$ cat config.mk
export PLATFORM = sky130hd
export DESIGN_NAME = tdm_demux_1to4
export DESIGN_NICKNAME = d
export VERILOG_FILES = /design/src/rtl/tdm_demux_1to4.sv
export SDC_FILE = /design/constraint.sdc
export NUM_CORES = 1
export LEC_CHECK = 0
export CORE_MARGIN = 1
export CORE_UTILIZATION = 25
export CTS_CLUSTER_SIZE = 20
export DETAILED_ROUTE_END_ITERATION = 6
export PLACE_DENSITY = 0.55
export SLEW_MARGIN = 25
export SYNTH_ARGS = -nofsm -noshare
export SYNTH_HDL_FRONTEND = slang
export SYNTH_SLANG_ARGS = --single-unit
$ cat constraint.sdc
create_clock -name clk -period 4.4 [get_ports clk]
set_input_delay 0.88 -clock clk [delete_from_list [all_inputs] [get_ports clk]]
set_output_delay 0.88 -clock clk [all_outputs]
set_load 0.03 [all_outputs]
$ cat src/rtl/tdm_demux_1to4.sv
// Four-slot TDM receive demultiplexer: tracks frame position from a sync marker,
// reassembles four-slot frames into a parallel word and counts framing errors.
module tdm_demux_1to4 #(
  parameter int WIDTH = 1
) (
  input  logic               clk,
  input  logic               rst,
  input  logic               enable,
  input  logic               sync,
  input  logic [WIDTH-1:0]   din,
  output logic [4*WIDTH-1:0] out,
  output logic               out_valid,
  output logic [1:0]         slot,
  output logic               locked,
  output logic               sync_err,
  output logic [7:0]         err_count
);

  typedef enum logic {
    HUNT,
    LOCKED
  } state_t;

  state_t             state_reg, state_next;
  logic [1:0]         slot_reg, slot_next;
  logic [WIDTH-1:0]   sh_reg [3];
  logic [WIDTH-1:0]   sh_next [3];
  logic [4*WIDTH-1:0] out_reg, out_next;
  logic               out_valid_reg, out_valid_next;
  logic               sync_err_reg, sync_err_next;
  logic [7:0]         err_count_reg, err_count_next;
  logic               err_hit;

  always_comb begin
    state_next     = state_reg;
    slot_next      = slot_reg;
    sh_next        = sh_reg;
    out_next       = out_reg;
    out_valid_next = 1'b0;
    sync_err_next  = 1'b0;
    err_count_next = err_count_reg;
    err_hit        = 1'b0;

    if (enable) begin
      case (state_reg)
        HUNT: begin
          if (sync) begin
            sh_next[0] = din;
            slot_next  = 2'd1;
            state_next = LOCKED;
          end
        end
        LOCKED: begin
          if (sync) begin
            // A sync anywhere but slot 0 realigns: this sample becomes slot 0.
            err_hit    = (slot_reg != 2'd0);
            sh_next[0] = din;
            slot_next  = 2'd1;
          end else begin
            case (slot_reg)
              2'd0: begin
                err_hit    = 1'b1;
                slot_next  = 2'd0;
                state_next = HUNT;
              end
              2'd1: begin
                sh_next[1] = din;
                slot_next  = 2'd2;
              end
              2'd2: begin
                sh_next[2] = din;
                slot_next  = 2'd3;
              end
              default: begin
                out_next       = {din, sh_reg[2], sh_reg[1], sh_reg[0]};
                out_valid_next = 1'b1;
                slot_next      = 2'd0;
              end
            endcase
          end
        end
        default: state_next = HUNT;
      endcase
    end

    if (err_hit) begin
      sync_err_next = 1'b1;
      if (err_count_reg != 8'hFF) begin
        err_count_next = err_count_reg + 8'd1;
      end
    end
  end

  always_ff @(posedge clk) begin
    if (rst) begin
      state_reg     <= HUNT;
      slot_reg      <= 2'd0;
      out_reg       <= '0;
      out_valid_reg <= 1'b0;
      sync_err_reg  <= 1'b0;
      err_count_reg <= 8'd0;
    end else begin
      state_reg     <= state_next;
      slot_reg      <= slot_next;
      out_reg       <= out_next;
      out_valid_reg <= out_valid_next;
      sync_err_reg  <= sync_err_next;
      err_count_reg <= err_count_next;
    end
  end

  for (genvar gi = 0; gi < 3; gi++) begin : g_shadow
    always_ff @(posedge clk) begin
      if (rst) begin
        sh_reg[gi] <= '0;
      end else begin
        sh_reg[gi] <= sh_next[gi];
      end
    end
  end

  assign out       = out_reg;
  assign out_valid = out_valid_reg;
  assign slot      = slot_reg;
  assign locked    = (state_reg == LOCKED);
  assign sync_err  = sync_err_reg;
  assign err_count = err_count_reg;

endmodule
* After elaboration in Yosys (flattened, before gate mapping)
Index checks and enable logic that the tools add are counted. Widths: inputs -> output; s select.
Word-level totals: word-level logic and storage cells 43, register bits 20, output and inout port bits 17, bits of input ports 5
Cells by class: $add $sub $neg 1, equal/unequal tests 4, muxes and demuxes 15, reductions and logical operators 10, bitwise operators 4
Operator list (number):
- $reduce_and 4->1 | 3
- $mux 1 | 10
- $add 8x1->8 const B | 1
- $ne 8x8->1 const B | 1
- $pmux 2 s2 | 2
- $reduce_and 2->1 | 3
- $mux 2 | 2
- $not 1->1 | 4
- $reduce_or 4->1 | 1
- $reduce_or 3->1 | 1
- $eq 2x1->1 const B | 1
- $eq 2x2->1 const B | 1
- $logic_not 2->1 | 1
- $ne 2x2->1 const B | 1
- $pmux 1 s2 | 1
- $reduce_bool 2->1 | 1

* Logic depth before layout (Yosys ltp)
Gate-level depths: netlist of run 1.
depth after elaboration 6, mapped depth 7

* Least setup slack after synthesis of run 1
No wires, ideal clock.
path kind input to register, start input sync, end register err_count_reg[5], in the netlist err_count[5], slack 2336 ps, stages on the path 6, data required time 4330 ps, data arrival time 1994 ps, path through inv_1 -> ha_1 -> and4b_1 -> o211ai_2 -> or3_1 -> a21oi_1
On the way: cells in the longest elaborated chain, start to end 4
RTL lines:
- start: declaration | RTL line 9 | input logic sync,
- $mux 1 | RTL line 54 | if (sync) begin
- $mux 1 | RTL line 45 | case (state_reg)
- $mux 1 | RTL line 44 | if (enable) begin
- $reduce_and 2->1 (no line)
- end signal: assignment | RTL line 108 | err_count_reg <= err_count_next;
- end: declaration | RTL line 31 | logic [7:0] err_count_reg, err_count_next;
No other way between the ends. A chain may end at the register's enable or synchronous reset.

* Final worst setup path of run 1
Ends and elaborated chain as after synthesis.

==> results of run 1 <==
==> worst max-delay path, stage by stage <==
cell and delay (ns):
clkdlybuf4s50_1 0.56, inv_1 0.07, ha_1 0.32, and4b_1 0.28, o211ai_2 0.12, or3_1 0.31, a21oi_1 0.14
==> cells in the mapped netlist (2+ instances only) <==
library cell and number:
o21ai_0 2, dfxtp_1 20, clkbuf_1 2, nor2_1 7, inv_1 5, ha_1 6
mux2i_1 2, xor2_1 3, and3b_1 2, nand2_1 15, a21oi_1 10, nor3_1 2
nand3_1 8
==> layout make-up <==
type	instances	area (um^2)	share of cell area [%]
clock buffers	3	22.5	1.85
clock inverters	1	30.0	2.47
inverters	5	18.8	1.54
multi-input cells	73	477	39.2
flip-flops and latches	20	400	32.9
well taps	46	57.6	4.73
repair buffers	21	210	17.3
==> metrics by stage <==
step | area [um^2] | cells | worst slack, ns
2_1_floorplan | 908 | 101 | 2.34
3_3_place_gp | 1160 | 165 | 1.68
3_5_place_dp | 1160 | 165 | 1.65
4_1_cts | 1220 | 169 | 1.96
5_1_grt | 1220 | 169 | 1.85
6_report | 1220 | 169 | 1.95
==> metal layers <==
| layer | vias up | routed length (um) | part of all wire (%) |
|---|---|---|---|
| met3 | 2 | 67 | 3.7 |
| met2 | 16 | 818 | 45 |
| li1 | 400 | - | - |
| met1 | 329 | 927 | 51 |
| met4 | 0 | 21 | 1.1 |
| met5 | - | 0 | 0 |
==> power by group through the flow <==
stage	Combinational (uW)	Clock [uW]	Sequential, uW
6_report	29.0	150	187
5_1_grt	32.5	162	187
4_1_cts	29.2	154	187
3_5_place_dp	29.0	0	191
3_3_place_gp	28.6	0	190
2_1_floorplan	12.7	0	194
==> cell families after synthesis <==
family | count (synthesis) | share of synthesized area (%)
simple gates | 41 | 24.4
compound gates | 21 | 14.7
flops | 20 | 44.1
buf+inv | 8 | 3.44
fa+ha+maj | 6 | 8.26
xor+xnor | 3 | 2.89
mux | 2 | 2.20
==> path summary, 6_finish.rpt <==
path	from	end	slack [ns]
worst max-delay path	sync	err_count[5]	1.95
worst min-delay path	out[2]	out[2]	0.47
worst max register to register	slot[0]	err_count[5]	2.47
worst min register to register	out[2]	out[2]	0.47
==> impl_results.md, run 1 <==
* Status: completed
* Crit path time final at 2.45 ns
* # Max-Cap Violations at 0
* IO Count at 22
* Largest register FFs at 8
* CTS tree: yes
* Skew final at 0.00495 ns
* Crit Path Class: input pin to register
* Dominant cells by area after synthesis: dfxtp_1 (44%), ha_1 (8.3%), nand2_1 (6.2%)
* Post-CTS Setup Bufs at 0
* Inserted Clock Buffers at 3
* Fraction of registers with async set or reset after synthesis at 0%
* Crit end category: register
* Worst Hold Depth at 2
* Detail Route Antenna Nets at 0
* Synth Net Count at 112
* DR DRC count at 0
* Number of flops mapped to enable cells by yosys at 0
* Most frequent cells in the layout: clkdlybuf4s50_1 (21), dfxtp_1 (20), nand2_1 (15), a21oi_1 (10), nand3_1 (8)
* # diodes at 0
* Post-synth top area share at 44.1%
* Yosys cell types at 30
* Core Area at 0.00342 mm^2
* Worst VDD drop at 99.5 uV
* Initial Util at 26.6%
* Largest fanout on the critical path at 6
* Final total power at 366 uW
* Hold-fix buffers, CTS at 0
* Remaining global-route overflow at 0
* Met3 Use GR at 1.65%
* Final Cycle Share at 55.8%
* Worst Path Required at 4.62 ns
* Met1 usage at 13.8%
* Total Nets Final at 135
* Global-route wire length before repair at 3310 um
* Sw power at 77.9 uW
* Count of final hold-check violations at 0
* Synth Warn # at 0
* TritonRoute pass-1 iters at 5
* Layout Utilization at 35.6%
* Worst reg2reg path depth at 7
* Vias in the first global route at 732
* Clock power share at 41.1%
* RSZ-0062 raised after global routing: no
* H-tree levels at 1
* Area Growth Syn to Fin at 33.9%
* Layout cells sized above 1 at 7.32%
* Sequential cell area fraction in the yosys report at 44.1%
* CTS root buffer: clkbuf_4
* CTS max path bufs at 2
* Sw frac at 21.3%
* Busiest grt layer: met2
* Worst-Margin Slew at 0.741 ns
* IO buf count at 21
* Pwr dens at 301 mW/mm^2
* Largest net degree at the start of global routing at 21
* Pleak at 0.000457 uW
* GRT Total Usage at 10.4%
* Syn Inst Count at 101
* GPL Wtd Cong at 0.821
* Hold Crit Class: register to register
* Final setup viols at 0
* Mean Syn Cell Area at 8.99 um^2
* Sequential Power Share at 51.0%
* Hold Slack at 0.465 ns
* Clock sinks at 20
* Drt via density at 4.42
* Post-synthesis cell area at 908 um^2
* Initial DRC count at 26
* Antenna violations before repair at 0
* Vias at 747
* Fillers at 373
* Clock transition at the registers of the reported paths at 0.12 ns
* Grt met2 use at 16.5%
* Die Height at 62.3 um
* Relative slew margins at 50.5%
* Slew Limit Fails at 0
* Resize count post-CTS at 0
* Startpoint types: input pin
* Die ar. at 0.00388 mm^2
* Row count at 21
* Comb pwr share at 7.9%
* Main synth FF type: dfxtp_1
* Die extent in x at 62.3 um
* Final WL at 1840 um
* Hpwl dp at 1330 um
* FMAX at 408 MHz
* #FFs+latches synth at 20
* WP data arrival at 2.68 ns
* Int Power at 288 uW
* Setup TNS at 0 ns
* Yosys top cell by area: dfxtp_1
* Worst-skew pair later-pin latency at 0.30 ns
* Commonest non-fill, non-tap cell in the layout: clkdlybuf4s50_1
* Routed wire per std cell at 10.9 um
(Power assumes the default switching activity.)
==> inputs of run 2 (changes only) <==
PLACE_DENSITY = 0.57   (was 0.55)
clock period = 2.16 ns   (was 4.4 ns; I/O delays follow)
==> run 2 against run 1 <==
Compared with the run above:
- first-iteration DRC count up 7.7%
- combinational power up 110%
- die area did not move
- sequential share of layout area up 0.20 points
- clock skew fell by 0.0022 ns
- clock power rose by 18%
- power is 69% higher
- worst setup slack lost 1.7 ns
- critical endpoint is now err_count[3]
==> impl_results.md, run 2 (same netlist as run 1, synthesis figures left out) <==
* Status: completed
* Worst VDD drop at 153 uV (+54%)
* Clock power share at 28.7% (-12 points)
* Initial Util at 26.6% (unchanged)
* Layout cells sized above 1 at 8.80% (+1.5 points)
* Startpoint types: register
* CTS tree: yes
* # Max-Cap Violations at 0 (unchanged)
* Final WL at 1870 um (+1.8%)
* Hpwl dp at 1400 um (+4.6%)
* Antenna violations before repair at 0 (unchanged)
* Pleak at 0.000457 uW (about the same)
* Initial DRC count at 28 (+7.7%)
* Worst-skew pair later-pin latency at 0.29 ns (about the same)
* Critical path cell sequence: clkdlybuf4s50_1
* Global-route wire length before repair at 3170 um (-4.4%)
* CTS root buffer: clkbuf_4
* IO buf count at 21 (unchanged)
* Relative slew margins at 77.1% (+27 points)
* Top delay family on crit path: buffers and inverters
* FMAX at 521 MHz
* Pwr dens at 512 mW/mm^2 (+70%)
* Row count at 21 (unchanged)
* Fillers at 349 (-6.4%)
* Hold Crit Class: register to register
* Worst Path Required at 1.73 ns (-2.89 ns)
* Routed wire per std cell at 10.9 um (+0.61%)
* Placed Area at 0.00119 mm^2 (+1.9%)
* CTS max path bufs at 2 (unchanged)
* Post-route setup slack at 0.240 ns (-1.71 ns)
* Crit end category: output pin
* IO Count at 22 (unchanged)
* Int Power at 466 uW (+62%)
* Count of final hold-check violations at 0 (unchanged)
* Area Growth Syn to Fin at 33.1%
* Most frequent cells in the layout: clkdlybuf4s50_1 (21), dfxtp_1 (20), nand2_1 (15), a21oi_1 (10), nand3_1 (8)
* Final Cycle Share at 88.9%
* Die extent in x at 62.3 um (unchanged)
* Commonest non-fill, non-tap cell in the layout: clkdlybuf4s50_1
* TritonRoute pass-1 iters at 4 (-1)
* Total Nets Final at 138 (+2.2%)
* Post-CTS Setup Bufs at 0 (unchanged)
* Pre-CTS setup slack at -0.0104 ns (-1.66 ns)
* Hold Slack at 0.464 ns (-0.000787 ns)
* Worst-Margin Slew at 0.344 ns (-0.397 ns)
* Sw power at 152 uW (+96%)
* Final Cell Area at 0.00121 mm^2 (-0.62%)
* Largest register FFs at 8 (unchanged)
* Max stage delay on crit path at 0.72 ns (+0.16 ns)
* Detail Route Antenna Nets at 0 (unchanged)
* Largest net degree at the start of global routing at 21 (unchanged)
* Sw frac at 24.6% (+3.4 points)
* Vias in the first global route at 712 (-2.7%)
* WP data arrival at 1.49 ns (-1.19 ns)
* Worst path slowest cell: clkdlybuf4s50_1
* Slew Limit Fails at 0 (unchanged)
* Reg area at 400 um^2 (unchanged)
* Core Area at 0.00342 mm^2 (unchanged)
* Crit Path Class: register to output pin
* Stages on the worst setup path at 1 (-6)
* Area of the multi-input gates at 477 um^2 (unchanged)
* # diodes at 0 (unchanged)
* Hold-fix buffers, CTS at 0 (unchanged)
* Skew final at 0.00272 ns (-0.00222 ns)
* Die ar. at 0.00388 mm^2 (unchanged)
* Layout Utilization at 35.4% (-0.22 points)
* RSZ-0062 raised after global routing: no
* Worst reg2reg path depth at 7 (unchanged)
* Final setup viols at 0 (unchanged)
* Die Height at 62.3 um (unchanged)
* Clock transition at the registers of the reported paths at 0.11 ns (about the same)
* Remaining global-route overflow at 0 (unchanged)
* Vias at 763 (+2.1%)
* Inserted Clock Buffers at 3 (unchanged)
* Crit path time final at 1.92 ns
* Comb pwr share at 9.9% (+2.0 points)
* WP buf/inv at 1 (-1)
* GPL Wtd Cong at 0.748 (-8.9%)
* Largest fanout on the critical path at 5 (-1)
* Clock sinks at 20 (unchanged)
* Worst Hold Depth at 2 (unchanged)
* Resize count post-CTS at 0 (unchanged)
* H-tree levels at 1 (unchanged)
* Sequential Power Share at 61.4% (+10 points)
* Final total power at 619 uW (+69%)
* DR DRC count at 0 (unchanged)
* GRT Total Usage at 10.2% (-0.23 points)
* Drt via density at 4.46 (+0.95%)
==> run 2: cell count changes in the layout (fill, tap and decap cells not counted) <==
cell,change
buf_4,+3
bufinv_16,-1
==> run 2: path summary, 6_finish.rpt <==
check                  to  slack, ns         start
max          err_count[3]       0.24  err_count[3]
min                out[3]       0.46        out[3]
min reg2reg        out[3]       0.46        out[3]
max reg2reg  err_count[5]       0.29       slot[0]
==> run 2: tightest hold or removal path: stages, from the launching register on <==
cell and delay, ns:
dfxtp_1 0.33, nand2_1 0.05, a21oi_1 0.05
==> run 2: final cells by class <==
class | count | area share (%)
Multi-Input combinational cell | 73 | 39.4
Sequential cell | 20 | 33.1
Timing Repair Buffer | 24 | 19.3
Tap cell | 46 | 4.76
Clock buffer | 3 | 1.86
Inverter | 5 | 1.55
==> run 2: per-layer routing <==
layer	up-vias	routed length, um	global-route usage, %
li1	403	-	-
met1	345	988	14.6
met2	13	812	14.3
met3	2	44	1.29
met4	0	22	6.10
met5	-	0	0
==> run 2: stage by stage <==
stage          TNS [ns]  instances
4_1_cts               0        171
3_5_place_dp    -0.0104        168
2_1_floorplan         0        101
3_3_place_gp          0        168
5_1_grt               0        171
6_report              0        171
==> run 2: power groups by stage <==
stage / sequential (uW) / combinational [uW] / clock (uW)
after CTS: 380 / 62.5 / 184
after floorplan: 396 / 25.9 / 0
after global placement: 388 / 61.0 / 0
after global routing: 381 / 67.6 / 198
final: 380 / 61.5 / 177
after detailed placement: 388 / 62.1 / 0
